File: src/rtl/hash_nonce_sched_pkg.sv
// Shared constants for the nonce-sweep scheduler and the 3-byte micro hash core.
package hash_pkg;
    localparam int HASH_W        = 24;
    localparam int BLOCK_W       = 128;
    localparam int HDR_BYTES_DEF = 12;

    localparam logic [7:0] H0_INIT = 8'h01;
    localparam logic [7:0] H1_INIT = 8'h89;
    localparam logic [7:0] H2_INIT = 8'hfe;

    typedef logic [1:0] state_t;
    localparam state_t IDLE  = 2'd0;
    localparam state_t LOAD  = 2'd1;
    localparam state_t RUN   = 2'd2;
    localparam state_t CHECK = 2'd3;

    // H2 is deliberately left out of the difficulty test.
    function automatic logic is_hit(input logic [HASH_W-1:0] h, input logic [7:0] tgt);
        return (h[23:16] < tgt) && (h[15:8] < tgt);
    endfunction
endpackage

File: src/rtl/hash_nonce_cnt.sv
// Loadable nonce counter with modular increment and a registered "at last nonce" flag.
module hash_nonce_cnt #(
    parameter int W = 32
) (
    input  logic         clk,
    input  logic         reset,
    input  logic         load,
    input  logic         inc,
    input  logic [W-1:0] first,
    input  logic [W-1:0] last,
    output logic [W-1:0] nonce,
    output logic         at_last
);
    localparam logic [W-1:0] ONE = W'(1);

    logic [W-1:0] last_q;
    logic [W-1:0] nonce_inc;

    assign nonce_inc = nonce + ONE;

    // at_last tracks the value being written so it is ready when CHECK looks at it.
    always_ff @(posedge clk) begin
        if (reset) begin
            nonce   <= '0;
            last_q  <= '0;
            at_last <= 1'b0;
        end else if (load) begin
            nonce   <= first;
            last_q  <= last;
            at_last <= (first == last);
        end else if (inc) begin
            nonce   <= nonce_inc;
            at_last <= (nonce_inc == last_q);
        end
    end
endmodule

File: src/rtl/hash_nonce_sched.sv
// Nonce-sweep scheduler driving one micro hash core.
// Optional core watchdog enabled by defining HASH_WDOG_EN (adds wdog_err port).
module hash_nonce_sched
    import hash_pkg::*;
#(
    parameter int NONCE_W   = 32,
    parameter int HDR_BYTES = HDR_BYTES_DEF,
    parameter int WDOG_CYC  = 64
) (
    input  logic                   clk,
    input  logic                   reset,
    input  logic                   start,
    input  logic                   abort,
    input  logic [8*HDR_BYTES-1:0] header,
    input  logic [7:0]             target,
    input  logic [NONCE_W-1:0]     nonce_first,
    input  logic [NONCE_W-1:0]     nonce_last,
    output logic [BLOCK_W-1:0]     core_block,
    output logic                   core_start,
    input  logic                   core_done,
    input  logic [HASH_W-1:0]      core_hash,
    output logic                   busy,
    output logic                   found,
    output logic                   exhausted,
    output logic [NONCE_W-1:0]     found_nonce,
    output logic [HASH_W-1:0]      found_hash,
`ifdef HASH_WDOG_EN
    output logic                   wdog_err,
`endif
    output logic [NONCE_W-1:0]     attempts
);
    localparam logic [NONCE_W-1:0] ONE = NONCE_W'(1);

    state_t                 state;
    logic [8*HDR_BYTES-1:0] hdr_q;
    logic [7:0]             target_q;
    logic [HASH_W-1:0]      hash_q;
    logic [NONCE_W-1:0]     cur_nonce;
    logic                   at_last;
    logic                   hit;
    logic                   accept;
    logic                   cnt_inc;

    assign hit        = is_hit(hash_q, target_q);
    assign accept     = (state == IDLE) && start && !abort;
    assign cnt_inc    = (state == CHECK) && !hit && !at_last && !abort;
    assign busy       = (state != IDLE);
    assign core_start = (state == LOAD) && !abort;
    // Nonce only moves on CHECK->LOAD, so the block is stable across LOAD..CHECK.
    assign core_block = {cur_nonce, hdr_q};

    hash_nonce_cnt #(.W(NONCE_W)) u_cnt (
        .clk     (clk),
        .reset   (reset),
        .load    (accept),
        .inc     (cnt_inc),
        .first   (nonce_first),
        .last    (nonce_last),
        .nonce   (cur_nonce),
        .at_last (at_last)
    );

`ifdef HASH_WDOG_EN
    localparam int WD_W = $clog2(WDOG_CYC + 1);
    logic [WD_W-1:0] wdog_cnt;
`endif

    always_ff @(posedge clk) begin
        if (reset) begin
            state       <= IDLE;
            hdr_q       <= '0;
            target_q    <= '0;
            hash_q      <= '0;
            found       <= 1'b0;
            exhausted   <= 1'b0;
            found_nonce <= '0;
            found_hash  <= '0;
            attempts    <= '0;
`ifdef HASH_WDOG_EN
            wdog_cnt    <= '0;
            wdog_err    <= 1'b0;
`endif
        end else if (abort) begin
            state <= IDLE;
        end else begin
            case (state)
                IDLE: if (start) begin
                    hdr_q       <= header;
                    target_q    <= target;
                    found       <= 1'b0;
                    exhausted   <= 1'b0;
                    found_nonce <= '0;
                    found_hash  <= '0;
                    attempts    <= '0;
`ifdef HASH_WDOG_EN
                    wdog_err    <= 1'b0;
`endif
                    state       <= LOAD;
                end
                LOAD: begin
`ifdef HASH_WDOG_EN
                    wdog_cnt <= '0;
`endif
                    state    <= RUN;
                end
                RUN: if (core_done) begin
                    hash_q <= core_hash;
                    if (attempts != '1) attempts <= attempts + ONE;
                    state  <= CHECK;
                end
`ifdef HASH_WDOG_EN
                else if (wdog_cnt == WD_W'(WDOG_CYC - 1)) begin
                    wdog_err <= 1'b1;
                    state    <= IDLE;
                end else begin
                    wdog_cnt <= wdog_cnt + WD_W'(1);
                end
`endif
                CHECK: begin
                    if (hit) begin
                        found       <= 1'b1;
                        found_nonce <= cur_nonce;
                        found_hash  <= hash_q;
                        state       <= IDLE;
                    end else if (at_last) begin
                        exhausted <= 1'b1;
                        state     <= IDLE;
                    end else begin
                        state <= LOAD;
                    end
                end
                default: state <= IDLE;
            endcase
        end
    end
endmodule

File: config.mk
export PLATFORM = sky130hd
export DESIGN_NAME = hash_nonce_sched
export DESIGN_NICKNAME = d
export VERILOG_FILES = /design/src/rtl/hash_nonce_sched_pkg.sv /design/src/rtl/hash_nonce_cnt.sv /design/src/rtl/hash_nonce_sched.sv
export SDC_FILE = /design/constraint.sdc
export NUM_CORES = 1
export LEC_CHECK = 0
export ABC_AREA = 1
export CORE_UTILIZATION = 43
export CTS_CLUSTER_DIAMETER = 120
export CTS_CLUSTER_SIZE = 10
export DETAILED_ROUTE_END_ITERATION = 10
export PLACE_DENSITY = 0.75
export SLEW_MARGIN = 20
export SYNTH_ARGS = -nofsm -noshare
export SYNTH_HDL_FRONTEND = slang
export SYNTH_SLANG_ARGS = --single-unit
File: constraint.sdc
create_clock -name clk -period 2 [get_ports clk]
set_input_delay 0.3 -clock clk [delete_from_list [all_inputs] [get_ports clk]]
set_output_delay 0.3 -clock clk [all_outputs]
set_load 0.01 [all_outputs]
==> flow_summary_export.csv, run 1 <==
group,metric,value,unit
setup_path,cp_max_fo,7,
die,die_w,177,um
detailed_routing,wl,53.7,mm
global_route,grt_first_pass_wirelength,78.6,mm
cells_and_area,fin_nets,2708,
cells_and_area,final_layout_size_suffix_gt1_frac,0.208,
run_status,status,"complete, but fails checks",
clock_network,root_buffer,"clkbuf_16",
logic_synthesis,async_flop_share,0,
clock_network,insertion_delay,520,ps
logic_synthesis,ys_types,45,
pwr,p_per_area,662,nW/um2
logic_synthesis,synth_nets,2132,
global_route,overflow,0,
sta,fin_crit,2150,ps
sta,post-route-period-util,1.07,
setup_path,critical_path_class,"flop to flop",
cells_and_area,nFillCells,2359,
logic_synthesis,syn_inst,1915,
setup_path,cpPeakStageDelay,340,ps
sta,rsz0062_at_grt,"yes",
worst_hold_path,hold_path_class,"primary input to flop",
clock_network,clockBufferDepth,3,
logic_synthesis,ys_warn_count,0,
sta,worst_slack,-149,ps
logic_synthesis,netlist_area,13200,um2
die,start_util,0.441,
detailed_routing,route.detailed.drc,0,
die,num_rows,63,
clock_network,cts.sinks,285,
detailed_routing,vias_per_cell,5.36,
global_route,grt.total_usage,0.319,
detailed_routing,drt_pass1_iterations,6,
clock_network,cts_tree,"yes",
sta,fin_tns_setup,-8640,ps
logic_synthesis,synth_edf_count,0,
global_route,grt_pass1_vias,14906,
logic_synthesis,synth_ff_type,"dfxtp_1",
setup_path,required,2340,ps
sta,relSlewSlack,0.147,
sta,tightest_slew,1280,ps
sta,skew,13.9,ps
detailed_routing,drt_iter0_markers,1197,
logic_synthesis,synth_seq_cells,285,
sta,slew_viol_final,0,
run_status,violations,"setup timing",
placed_design,dp.final_hpwl,35.3,mm
global_route,grt_max_degree,102,
placed_design,dpl-instance-area,18900,um2
die,design.portCount,417,
clock_network,cts_hold_buf,0,
placed_design,dp_slack,-225,ps
sta,hold_slack,243,ps
logic_synthesis,synth-seq-area-share,0.432,
flow_run,cap_violations,0,
detailed_routing,num_vias,15480,
clock_network,cts_buffers,34,
die,die_h,177,um
cells_and_area,final_common_cell,"clkdlybuf4s50_1",
pwr,ir_drop,0.000735,V
pwr,leakagePower,8.58,nW
sta,hold_violations,0,
detailed_routing,wl_per_cell,18.6,um
placed_design,io_buffers,416,
global_route,antenna_found_initial,2,
setup_path,critPathCaptureType,"flop",
die,core_area,30000,um2
sta,final-setup-viol-count,104,
setup_path,cp_slowest_cell,"dfxtp_2",
clock_network,path_clk_slew,60,ps
placed_design,place.gp.congestion,0.999,
setup_path,crit_arrival,2490,ps
cells_and_area,design_area,21400,um2
cells_and_area,syn_to_final_growth,62.0,%
logic_synthesis,syn_avg_cell_area,6.90,um2
setup_path,cp_cell_sequence,"inv_4, ha_4, o21ai_1, nand2_1, nand3_1, nand2_1, nand4_1, nand3_4, nand4_1, nand2_4, clkinv_8, buf_12, nand2_4, a21oi_2",
die,dieArea,31500,um2
clock_network,htreeDepth,2,
setup_path,r2r_slack,-150,ps
sta,timing.fmax,465,MHz
cells_and_area,final_cell_mix,"411 x clkdlybuf4s50_1, 306 x nor2_1, 297 x nand2_1",
setup_path,cp-start-kind,"flop",
detailed_routing,antenna_left,0,
==> kinds of logic after synthesis <==
logic type,Yosys count,synth area share
AND/OR/NAND/NOR,859,0.267
AO/OA/AOI/OAI,436,0.171
XOR/XNOR,33,0.0260
adder cells (fa/ha/maj),20,0.0189
buffers and inverters,282,0.0856
flip-flops,285,0.432
==> metrics by stage <==
stage	cells	util	total power, mW
after global routing	2885	0.715	14.7
after detailed placement	2800	0.631	8.46
final	2886	0.715	14.2
after CTS	2873	0.696	14.1
after floorplan	1915	-	7.18
after global placement	2800	0.631	8.43
==> metal layers <==
metal / vias up / GRT usage / routed length, um
li1: 7297 / - / -
met1: 7285 / 0.366 / 20400
met2: 726 / 0.554 / 26100
met3: 172 / 0.0780 / 4780
met4: 0 / 0.155 / 2400
met5: - / 0 / 0
==> power by group <==
group          switching [mW]  total, mW  internal (mW)
clock                    2.39       5.50           3.11
sequential              0.154       6.09           5.94
combinational            1.31       2.58           1.27
total                    3.86       14.2           10.3
==> state kept, by name, summed over array words and instances (netlist names), 2 cells and up <==
| register | cells |
|---|---|
| hdr_q | 96 |
| attempts | 32 |
| found_nonce | 32 |
| u_cnt.last_q | 32 |
| u_cnt.nonce | 32 |
| found_hash | 24 |
| hash_q | 24 |
| target_q | 8 |
| state | 2 |
==> path summary, 6_finish.rpt <==
path,start,end,cells after the start
hold reg to reg,hash_q[4]$_SDFFE_PP0P_,hash_q[4]$_SDFFE_PP0P_,2
setup reg to reg,target_q[1]$_SDFFE_PP0P_,u_cnt.nonce[11]$_SDFFE_PP0P_,14
setup / recovery,target_q[1]$_SDFFE_PP0P_,u_cnt.nonce[11]$_SDFFE_PP0P_,14
hold / removal,reset,u_cnt.last_q[24]$_SDFFE_PP0P_,4
==> critical path, delay by kind of cell (launching register included) <==
kind            cells  cell delay, ps
compound gates      2             110
fa+ha+maj           1             240
buf+inv             3             330
flops               1             340
simple gates        8             940
==> timing repair <==
action	CTS	global route
setup buffers	26	21
pin swaps	37	62
gates resized for setup	161	177
setup endpoints to repair	107	121
gates cloned	9	1
==> cell type report <==
| class | count | area (um2) | area share |
|---|---|---|---|
| tap | 390 | 488 | 0.0228 |
| clock buffer | 35 | 876 | 0.0409 |
| multi-input combinational | 1348 | 7360 | 0.343 |
| antenna | 3 | 7.51 | 0.000351 |
| timing repair buffer | 635 | 6160 | 0.288 |
| sequential | 285 | 5740 | 0.268 |
| clock inverter | 3 | 36.3 | 0.00169 |
| inverter | 187 | 749 | 0.0350 |
==> cells in the mapped netlist (18+ instances only) <==
cell	count	area, um2
a21oi_1	187	936
buf_2	22	110
clkbuf_1	59	221
dfxtp_1	285	5710
ha_1	20	250
inv_1	178	668
nand2_1	378	1420
nand3_1	76	380
nand4_1	18	113
nor2_1	334	1250
o21ai_0	213	1070
xor2_1	18	158
Power figures use the tool's default switching activity.
==> run 2, diff against run 1 <==
--- a/config.mk
+++ b/config.mk
@@ -6,6 +6,7 @@
 export NUM_CORES = 1
 export LEC_CHECK = 0
 export ABC_AREA = 1
+export CAP_MARGIN = 10
 export CORE_UTILIZATION = 43
 export CTS_CLUSTER_DIAMETER = 120
 export CTS_CLUSTER_SIZE = 10
==> results of run 2 <==
Same layout as run 1: the final DEF is identical, and so are final timing and power.
